--- config.mk ---
export PLATFORM = sky130hd
export DESIGN_NAME = adder_16b
export DESIGN_NICKNAME = d
export VERILOG_FILES = /design/src/rtl/adder_16b.sv
export SDC_FILE = /design/constraint.sdc
export NUM_CORES = 1
export LEC_CHECK = 0
export CORE_ASPECT_RATIO = 1.1
export CORE_MARGIN = 2
export CORE_UTILIZATION = 43
export DETAILED_ROUTE_END_ITERATION = 8
export HOLD_SLACK_MARGIN = 0.05
export PLACE_DENSITY_LB_ADDON = 0.05
export SLEW_MARGIN = 20
export SYNTH_ARGS = -nofsm -noshare
export SYNTH_HDL_FRONTEND = slang
export SYNTH_SLANG_ARGS = --single-unit
--- constraint.sdc ---
create_clock -name clk -period 1.4 [get_ports clk]
set_input_delay 0.42 -clock clk [delete_from_list [all_inputs] [get_ports clk]]
set_output_delay 0.42 -clock clk [all_outputs]
set_load 0.02 [all_outputs]
--- src/rtl/adder_16b.sv ---
// Registered ripple-carry adder with carry in/out, signed overflow and zero flags.
// Define ADDER_PIPE2_EN to split the carry chain into two stages (latency 2 instead of 1).
module adder_16b #(
  parameter int WIDTH = 16
) (
  input  logic             clk,
  input  logic             rst_n,
  input  logic             in_valid,
  input  logic [WIDTH-1:0] a,
  input  logic [WIDTH-1:0] b,
  input  logic             c_in,
  output logic             out_valid,
  output logic [WIDTH-1:0] sum,
  output logic             c_out,
  output logic             ovf,
  output logic             zero
);

  localparam int HALF = WIDTH / 2;

  // Ripple chain operands; the upper half comes from stage registers when pipelined.
  logic [WIDTH-1:0] fa_a;
  logic [WIDTH-1:0] fa_b;
  logic [WIDTH-1:0] fa_ci;
  logic [WIDTH-1:0] fa_s;
  logic [WIDTH:1]   fa_c;
  logic             hi_carry;

  // Result selected for the output registers.
  logic             load_en;
  logic [WIDTH-1:0] res_sum;
  logic             res_msb_a;
  logic             res_msb_b;

  logic             out_valid_reg;
  logic [WIDTH-1:0] sum_reg;
  logic             c_out_reg;
  logic             ovf_reg;
  logic             zero_reg;

  genvar gi;
  generate
    for (gi = 0; gi < WIDTH; gi++) begin : g_fa
      if (gi == 0) begin : g_cin
        assign fa_ci[gi] = c_in;
      end else if (gi == HALF) begin : g_mid
        assign fa_ci[gi] = hi_carry;
      end else begin : g_rip
        assign fa_ci[gi] = fa_c[gi];
      end
      assign fa_s[gi]   = fa_a[gi] ^ fa_b[gi] ^ fa_ci[gi];
      assign fa_c[gi+1] = (fa_a[gi] & fa_b[gi]) | (fa_ci[gi] & (fa_a[gi] ^ fa_b[gi]));
    end
  endgenerate

`ifdef ADDER_PIPE2_EN
  logic              s1_valid_reg;
  logic [HALF-1:0]   sum_lo_reg;
  logic              carry_mid_reg;
  logic [WIDTH-HALF-1:0] a_hi_reg;
  logic [WIDTH-HALF-1:0] b_hi_reg;

  // Low half adds the live inputs; high half adds the operands captured last cycle.
  assign fa_a      = {a_hi_reg, a[HALF-1:0]};
  assign fa_b      = {b_hi_reg, b[HALF-1:0]};
  assign hi_carry  = carry_mid_reg;
  assign load_en   = s1_valid_reg;
  assign res_sum   = {fa_s[WIDTH-1:HALF], sum_lo_reg};
  assign res_msb_a = a_hi_reg[WIDTH-HALF-1];
  assign res_msb_b = b_hi_reg[WIDTH-HALF-1];

  always_ff @(posedge clk or negedge rst_n) begin
    if (!rst_n) begin
      s1_valid_reg  <= 1'b0;
      sum_lo_reg    <= '0;
      carry_mid_reg <= 1'b0;
      a_hi_reg      <= '0;
      b_hi_reg      <= '0;
    end else begin
      s1_valid_reg <= in_valid;
      if (in_valid) begin
        sum_lo_reg    <= fa_s[HALF-1:0];
        carry_mid_reg <= fa_c[HALF];
        a_hi_reg      <= a[WIDTH-1:HALF];
        b_hi_reg      <= b[WIDTH-1:HALF];
      end
    end
  end
`else
  assign fa_a      = a;
  assign fa_b      = b;
  assign hi_carry  = fa_c[HALF];
  assign load_en   = in_valid;
  assign res_sum   = fa_s;
  assign res_msb_a = a[WIDTH-1];
  assign res_msb_b = b[WIDTH-1];
`endif

  // Flags and sum only load on a valid result so idle inputs never disturb them.
  always_ff @(posedge clk or negedge rst_n) begin
    if (!rst_n) begin
      out_valid_reg <= 1'b0;
      sum_reg       <= '0;
      c_out_reg     <= 1'b0;
      ovf_reg       <= 1'b0;
      zero_reg      <= 1'b0;
    end else begin
      out_valid_reg <= load_en;
      if (load_en) begin
        sum_reg   <= res_sum;
        c_out_reg <= fa_c[WIDTH];
        ovf_reg   <= (res_msb_a == res_msb_b) && (res_sum[WIDTH-1] != res_msb_a);
        zero_reg  <= (res_sum == '0);
      end
    end
  end

  assign out_valid = out_valid_reg;
  assign sum       = sum_reg;
  assign c_out     = c_out_reg;
  assign ovf       = ovf_reg;
  assign zero      = zero_reg;

endmodule

# == Word-level counts from Yosys, hierarchy flattened ==
# Index checks and enable logic that the tools add are counted.
# W data, S select, Z words.
# word_totals
reg_bits,20
out_inout_bits,20
elab_cells,89
# classes
n_eq_ne,2
bitwise,80
n_reduce_logical,2
# op_table
cell,n
$and A1 B1 Y1,32
$xor A1 B1 Y1,32
$logic_not A16 Y1,1
$or A1 B1 Y1,16
$eq A1 B1 Y1,1
$logic_and A1 B1 Y1,1
$ne A1 B1 Y1,1

# == Depth between registers and ports, before layout ==
# depth
ltp_word,34
depth_mapped,24

# == Worst setup path after synthesis ==
# OpenSTA, ideal clock, no wires.
# synth_timing
path_kind,input-to-reg
startpoint,input a[0]
endpoint,register ovf_reg (netlist: ovf)
setup_time_ns,0.125
t_arrival_ns,6.755
setup_slack_ns,-5.480
stages,24
path_cell_list,inv_1 -> fa_1 -> inv_1 -> fa_1 -> fa_1 -> fa_1 -> fa_1 -> fa_1 -> fa_1 -> fa_1 -> fa_1 -> fa_1 -> fa_1 -> fa_1 -> inv_1 -> fa_1 -> inv_1 -> fa_1 -> fa_1 -> inv_1 -> fa_1 -> xor2_1 -> nor2_1 -> mux2_2
# synth_via
elab_chain_cells,34
word_cells_on_any_way,35
# synth_rtl
item,line_no,text
from (decl),9,"input logic [WIDTH-1:0] a,"
$xor A1 B1 Y1,52,assign fa_c[gi+1] = (fa_a[gi] & fa_b[gi]) | (fa_ci[gi] & (fa_a[gi] ^ fa_b[gi]));
$and A1 B1 Y1,52,
$or A1 B1 Y1 *,52,
$and A1 B1 Y1 *,52,
$or A1 B1 Y1 *,52,
$and A1 B1 Y1 *,52,
$or A1 B1 Y1 *,52,
$and A1 B1 Y1 *,52,
[18 not listed],--,
$or A1 B1 Y1 *,52,
$and A1 B1 Y1 *,52,
$or A1 B1 Y1 *,52,
$and A1 B1 Y1 *,52,
$or A1 B1 Y1 *,52,
$xor A1 B1 Y1 *,51,assign fa_s[gi] = fa_a[gi] ^ fa_b[gi] ^ fa_ci[gi];
$ne A1 B1 Y1 *,112,ovf_reg <= (res_msb_a == res_msb_b) && (res_sum[WIDTH-1] != res_msb_a);
$logic_and A1 B1 Y1 *,112,
to (signal assigned),112,
to (decl),38,logic ovf_reg;
# Every way passes the cells marked *; elsewhere a longest branch is shown, timed or not.
# A chain may end at the register's enable or synchronous reset.

# == Worst setup path after layout ==
# Same ends and word-level chain as after synthesis.

==> qor.csv <==
metric;value;unit
Crit Path Class;input port to flip-flop;
Max Buffers Root-to-Sink;2;
CTS tree;done;
Hold WC Path Type;input port to asynchronous set/reset pin;
Area growth syn-to-layout;64.2;%
CP Capture Type;flip-flop;
Syn Nets;135;
fmax;0.158;GHz
Worst Max-Slew Pin Slew;0.312;ns
antenna viol nets, final;0;
min Tclk post-route;6.33;ns
Initial Utilization;46.0;%
fin area;1920;sq um
clock slew seen by the registers of the worst setup and hold paths;0.11;ns
CTS Buf Count;3;
drt drc;0;
register area share after synthesis;42.7;%
routability cong.;0.663;
Root Buffer;clkbuf_4;
Total Routing Usage GR;20.2;%
crit-path max FO;2;
Setup violations, final;18;
CP Launch Type;input port;
Detailed Route WL;2.76;mm
Synth Instances;82;
post-synth cell types;15;
Leakage;0.000893;uW
CTS H-tree lvls;1;
Max-cap violations;0;
dpl ws;-5.79;ns
final hold vios;0;
initial antenna violation count;0;
Antenna Diode Count;0;
final setup TNS;-49.24;ns
first-pass GRT wire length;4.49;mm
Setup crit start;a[0];
Max VDD drop;0.737;mV
crit share post-route;452;%
clk_lat worst skew;0.29;ns
final setup margin;-4.93;ns
synth warn;0;
Overflow after GRT;0;
Iteration-0 DRC Markers;6;
WP data required;1.59;ns
# IOs;56;
failing checks;setup timing;
Cell Area, Synth;1170;sq um
CTS sink cnt;20;
commonest non-fill, non-tap cell in the layout;clkdlybuf4s50_1;
Pwr Density;1030;nW/um^2
pin count of the biggest net entering global routing;21;
Vias;857;
drt via density;4.66;
HPWL after detailed placement;2.33;mm
number of global-route vias before repair;993;
die area;3160;sq um
CP Data Arrival Time;6.51;ns
max FFs per register;16;
Die H;58.7;microns
worst r2r src;sum[14];
# port buffers;55;
Clock Skew;0;ns
most frequent cells in the layout;30 x clkdlybuf4s50_1, 20 x dfrtp_1, 17 x buf_2;
outcome;finished with violations;
Final Hold Slack;0.463;ns
unrepaired setup endpoints after global routing;yes;
WL/cell;15.0;microns
Nets;208;
Post-Syn Area per Cell;14.3;sq um
DP Area;1920;sq um
Core Rows;19;
die width;53.8;microns
Worst slew margin;79.0;%
final slew viol count;0;
Seq cells post-synth;20;
ratio of cells with drive above 1 in the final layout;52.3;%
DR pass1 iterations;2;
core area;2540;sq um
==> stage by stage <==
step / util, % / cells / total power (uW)
after global placement: 75.4 / 175 / 1750
after CTS: 78.3 / 180 / 2060
final: 75.6 / 184 / 1990
after global routing: 75.6 / 184 / 2120
after floorplan: - / 82 / 1280
after detailed placement: 75.4 / 175 / 1780
==> Yosys cell counts, drive strengths merged <==
master / number / share of area (%)
mux2i: 4 / 3.4
dfrtp: 20 / 43
xor2: 1 / 0.75
buf: 2 / 1.1
inv: 16 / 5.1
nor4: 2 / 1.1
ha: 1 / 1.1
fa: 16 / 27
mux2: 14 / 13
nand4: 1 / 0.53
o22ai: 1 / 1.1
nor4b: 1 / 1.3
nand3: 1 / 0.43
nor2: 2 / 0.64
==> metal layers <==
metal	global-route usage, %	wire length [microns]	up-vias
met2	36.8	1530	27
met1	24.3	1080	423
met3	2.28	129	2
met4	6.59	24	0
li1	-	-	405
met5	0	0	-
==> cell type report <==
| class | count | area (sq um) |
|---|---|---|
| Multi-Input combinational cell | 44 | 693 |
| Fill cell | 192 | 621 |
| Timing Repair Buffer | 70 | 591 |
| Sequential cell | 20 | 500 |
| Inverter | 16 | 77.6 |
| Tap cell | 31 | 38.8 |
| Clock buffer | 3 | 22.5 |
==> power by group <==
group | internal [uW] | switching [uW]
combinational | 514 | 439
sequential | 702 | 64.7
clock | 100 | 166
==> cells by family (layout without fill, tap and decap cells) <==
kind of cell    Yosys count  after routing  share of synthesized area, %
fa+ha+maj                17             17                          28.4
buf+inv                  18             89                          6.20
simple gates              7              7                          3.95
xor+xnor                  1              1                         0.748
compound gates            1              1                          1.07
mux                      18             18                          16.9
flops                    20             20                          42.7
==> what timing repair did <==
action                                  CTS  global route
endpoints found under the hold margin     0             0
resized for setup                        87            15
pin swaps                                 3             1
cloned                                    0             0
endpoints found under the setup margin   39            33
hold buffers                              0             0
setup buffers                             2             5
==> critical path, cell delays in order <==
cell and delay [ns]:
buf_8 0.11, inv_12 0.04, fa_2 0.19, inv_2 0.04, fa_2 0.33, fa_2 0.37, fa_2 0.36, fa_2 0.35
fa_2 0.35, fa_2 0.35, fa_2 0.34, fa_2 0.35, fa_2 0.35, fa_2 0.35, fa_2 0.34, inv_2 0.06
fa_2 0.18, inv_2 0.04, fa_2 0.33, fa_2 0.34, inv_2 0.06, fa_1 0.43, xor2_1 0.15, nor2_1 0.06
mux2_4 0.25
==> path summary, 6_finish.rpt <==
| path | endpoint | depth (start not counted) | slack [ns] |
|---|---|---|---|
| min in group clk | sum[3] | 1 | 0.52 |
| setup / recovery | ovf | 25 | -4.93 |
| hold reg to reg | sum[3] | 1 | 0.52 |
| hold / removal | sum[15] | 2 | 0.46 |
| max in group asynchronous | sum[10] | 2 | 0.72 |
| setup reg to reg | sum[14] | 2 | 0.49 |
Note: power is estimated with default switching activity, not from simulation.
==> patch 1, RTL diff (config.mk and constraints unchanged) <==
Change the parameter `WIDTH` from 16 to 32.
--- a/src/rtl/adder_16b.sv
+++ b/src/rtl/adder_16b.sv
@@ -1,7 +1,7 @@
 // Registered ripple-carry adder with carry in/out, signed overflow and zero flags.
 // Define ADDER_PIPE2_EN to split the carry chain into two stages (latency 2 instead of 1).
 module adder_16b #(
-  parameter int WIDTH = 16
+  parameter int WIDTH = 32
 ) (
   input  logic             clk,
   input  logic             rst_n,
Interface: changed (resized a, b and sum); port bits go from 56 to 104. No check against the original RTL was run, so the function may have changed too.
==> patch 1 against the unedited design <==
The run still ends with setup timing left; routed wire length is 88% higher; core utilization is 1.8 points lower; cell area is 81% higher; total power is 99% higher; worst setup slack worse by 5.6 ns; sequential cell count is 16 higher; area after synthesis is 82% higher; synthesized cell count is 67% higher; count of clock-buffer cells in the layout is 4 higher; critical path type unchanged.
==> patch 1: results (changes against the unedited design) <==
- Via density: 5.026 (was 4.658)
- RD Place Congestion: 0.8136 (was 0.6631)
- Outcome: finished with violations (unchanged)
- DP HPWL: 4180 µm (was 2326 µm)
- Critical Path Fanout Max: 3 (was 2)
- GR Util met1: 0.2533 (was 0.2432)
- Leak Pwr: 1.521 nW (was 0.8926 nW)
- CP arrival: 12.11 ns (was 6.51 ns)
- Synth top cells by count: dfrtp_1, fa_1, mux2_2 (was dfrtp_1, fa_1, inv_1)
- CTS clk-pin slew, worst paths: 0.07 ns (was 0.11 ns)
- Initial DRC count: 36 (was 6)
- RR Endpoint: sum[8] (was sum[14])
- Drt wl/cell: 17.10 µm (was 14.99 µm)
- Reg-to-Reg Start: sum[8] (was sum[14])
- 1st-pass router iterations: 4 (was 2)
- Share of cells above drive strength 1: 0.4696 (was 0.5229)
- Final WS setup: -10.53 ns (was -4.925 ns)
- IR drop worst, VDD: 0.6767 mV (was 0.7375 mV)
- First-pass GRT wire length: 8942 µm (was 4491 µm)
- Max reg flops: 32 (was 16)
- Pin count of the biggest net entering global routing: 37 (was 21)
- # setup viols final: 34 (was 18)
- Failing checks: setup timing (unchanged)
- Top post-synthesis cells by area: dfrtp_1, fa_1, mux2_2, inv_1, mux2i_1 (unchanged)
- Overall Global Routing Usage: 0.2100 (was 0.2024)
- Met2 Track Usage GR: 0.3676 (about the same)
- Syn nets: 238 (was 135)
- Rel. slew slack: 0.7273 (was 0.7899)
- Hold Slack: 0.09064 ns (was 0.4633 ns)
- GR Layer Usage met3: 0.05065 (was 0.02284)
- Setup Total Neg Slack: -189.98 ns (was -49.24 ns)
- R2r setup slk: 0.62 ns (was 0.49 ns)
- Count of different cell masters after synthesis: 17 (was 15)
- Post-Syn Instances: 137 (was 82)
- Vias in the first global route: 1,828 (was 993)
- Post-CTS Setup Repair Bufs: 0 (was 2)
- CTS H-Tree Depth: 2 (was 1)
- CP peak stage delay: 0.45 ns (was 0.43 ns)
- Via count: 1,523 (was 857)
- Placed cell areas: 3443 µm² (was 1917 µm²)
- DP Cell Count: 296 (was 175)
- Register area share after synthesis: 0.4218 (was 0.4274)
- IO Port Bufs: 103 (was 55)
patch 1: power by group:
| part | switching [mW] | internal, mW |
|---|---|---|
| registers | 0.137 | 1.28 |
| logic | 0.809 | 0.924 |
| clock network | 0.357 | 0.438 |
| total | 1.30 | 2.64 |
patch 1: how the worst max path moves through the flow:
stage	start	endpoint	slack, ns	cells after the start
finish	a[0]	ovf	-10.53	41
global route	a[0]	ovf	-10.85	41
CTS	a[0]	ovf	-10.58	41
detailed placement	a[0]	ovf	-11.41	41
global placement	a[0]	ovf	-11.23	41
floorplan	a[0]	ovf	-10.40	40
patch 1: layout make-up:
cell class,count,area [µm²]
Fill cell,316,1235
Inverter,15,73.82
Sequential cell,36,900.9
Timing Repair Buffer,107,1011
Tap cell,56,70.07
Clock buffer,7,96.34
Multi-Input combinational cell,82,1330
patch 1: layer usage:
metal | vias up | wire length (µm)
li1 | 672 | -
met5 | - | 0
met1 | 777 | 1995
met2 | 65 | 2754
met4 | 0 | 114
met3 | 9 | 316
patch 1: critical path: cells and delay by family:
kind / cells / cell delay (ns)
xor+xnor: 1 / 0.16
fa+ha+maj: 32 / 10.86
buf+inv: 6 / 0.35
mux: 1 / 0.25
simple gates: 1 / 0.05
patch 1: kinds of logic (layout without fill, tap and decap cells):
logic type	count (synthesis)	count (layout)	synth area share
adder cells (fa/ha/maj)	33	33	0.3058
flip-flops	36	36	0.4218
multiplexers	34	34	0.1769
AO/OA/AOI/OAI	1	1	0.005857
AND/OR/NAND/NOR	13	13	0.04160
XOR/XNOR	1	1	0.004102
buffers and inverters	19	129	0.04393
patch 1: what timing repair did:
item,CTS,global route
resized for setup,108,21
setup endpoints to repair,71,54
pin swaps,5,3
hold buffers,0,0
==> patch 2, RTL diff (config.mk and constraints unchanged) <==
Made on the original files. Remove the register `out_valid_reg`: a continuous assignment takes its place, so the output `out_valid` follows one clock earlier.
--- a/src/rtl/adder_16b.sv
+++ b/src/rtl/adder_16b.sv
@@ -99,13 +99,11 @@
   // Flags and sum only load on a valid result so idle inputs never disturb them.
   always_ff @(posedge clk or negedge rst_n) begin
     if (!rst_n) begin
-      out_valid_reg <= 1'b0;
       sum_reg       <= '0;
       c_out_reg     <= 1'b0;
       ovf_reg       <= 1'b0;
       zero_reg      <= 1'b0;
     end else begin
-      out_valid_reg <= load_en;
       if (load_en) begin
         sum_reg   <= res_sum;
         c_out_reg <= fa_c[WIDTH];
@@ -115,6 +113,8 @@
     end
   end
 
+  assign out_valid_reg = load_en;
+
   assign out_valid = out_valid_reg;
   assign sum       = sum_reg;
   assign c_out     = c_out_reg;
Behaviour: not the same (a bounded check fails within 4 cycles, from zero or initial values and one cycle with rst_n low).
==> patch 2 against the unedited design <==
The flow still finishes with violations (setup timing); count of clock-buffer cells in the layout rose by 1; worst setup slack worse by 0.026 ns; first-iteration DRC count is 83% higher; total power shrank 4.4%; sequential share of layout area increased by 0.15 points; worst hold slack worse by 0.0072 ns; synthesized cell count unchanged; cell area down 5.5%; global-route usage decreased by 0.61 points; routed wire length down 1.3%; register-to-register slack improved by 0.02 ns; sequential cell count decreased by 1; area after synthesis down 1.1%; largest power group unchanged; highest routed layer unchanged.
==> patch 2: results (changes against the unedited design) <==
- Outcome: finished with violations (unchanged)
- Failing checks: setup timing (unchanged)
- # setup viols final: 18 (unchanged)
- GR Util met1: 0.2272 (was 0.2432)
- CTS Root Buffer Type: clkbuf_4 (unchanged)
- Hold Slack: 0.4561 ns (was 0.4633 ns)
- Top post-synthesis cells by area: dfrtp_1, fa_1, mux2_2, inv_1, mux2i_1 (unchanged)
- First-pass GRT wire length: 4347 µm (was 4491 µm)
- Leak Pwr: 0.8348 nW (was 0.8926 nW)
- IR drop worst, VDD: 0.9233 mV (was 0.7375 mV)
- Fraction of synthesized area in multiplexers: 0.1706 (was 0.1688)
- Reg-to-Reg Start: sum[6] (was sum[14])
- Starting density of the core: 0.4598 (was 0.4604)
- Via density: 4.816 (was 4.658)
- Met2 Track Usage GR: 0.3651 (was 0.3676)
- Clk buf depth: 2 (unchanged)
- Clock group: 0.276 mW (was 0.266 mW)
- Drt wl/cell: 15.64 µm (was 14.99 µm)
- 1st-pass router iterations: 4 (was 2)
- Share of cells above drive strength 1: 0.4965 (was 0.5229)
- Post-CTS Setup Repair Bufs: 0 (was 2)
- Post-synthesis compound-gate area fraction: 0.01080 (was 0.01068)
- CP arrival: 6.54 ns (was 6.51 ns)
- Worst path slowest cell: fa_2 (was fa_1)
- Overall Global Routing Usage: 0.1964 (was 0.2024)
- Post-CTS sizing: 79 (was 87)
- GR Layer Usage met3: 0.02538 (was 0.02284)
- DP Cell Count: 169 (was 175)
- Synth Area in Adders: 0.2873 (was 0.2842)
- DP HPWL: 2173 µm (was 2326 µm)
- Sequential Power: 0.742 mW (was 0.766 mW)
- Sw frac: 0.3504 (was 0.3376)
- Post-synthesis xor/xnor area fraction: 0.007559 (was 0.007479)
- Rel. slew slack: 0.7543 (was 0.7899)
- Via count: 838 (was 857)
- Synth top cells by count: dfrtp_1, fa_1, inv_1 (unchanged)
- Int Pwr: 1.234 mW (was 1.315 mW)
- DP Worst Slack: -5.751 ns (was -5.786 ns)
- Nets: 197 (was 208)
- Final WS setup: -4.951 ns (was -4.925 ns)
- Placed cell areas: 1857 µm² (was 1917 µm²)
- Vias in the first global route: 951 (was 993)
- R2r setup slk: 0.51 ns (was 0.49 ns)
- Initial DRC count: 11 (was 6)
- Hold Path Class: input pin to async pin (unchanged)
==> patch 2: cell types whose count changed in the layout (fill, tap and decap cells not counted), moves of 3 or more <==
| cell | delta |
|---|---|
| clkdlybuf4s15_2 | -3 |
| buf_2 | -5 |
| clkbuf_2 | +6 |
| buf_4 | -9 |
==> patch 2: metal layers <==
layer  share of wire  up-vias
met2            0.54       33
met1            0.40      421
met4           0.012        0
met5               0        -
met3           0.043        4
li1                -      380
==> patch 2: area by class of cell <==
class,instances,area [µm²]
fillers,202,703.2
multi-input cells,44,694.4
repair buffers,60,504.2
flip-flops and latches,19,475.5
inverters,16,77.57
well taps,31,38.79
clock buffers,4,26.28
==> patch 2: worst paths after layout <==
check	cells past startpoint	to
min reg2reg	1	sum[14]
min in group clk	1	sum[14]
max	25	ovf
max reg2reg	2	sum[6]
min	2	sum[0]
max in group asynchronous	2	sum[3]
==> patch 2: worst register-to-register path, stage by stage (launching register included) <==
cell     delay [ns]
dfrtp_1        0.40
buf_4          0.13
mux2_4         0.25
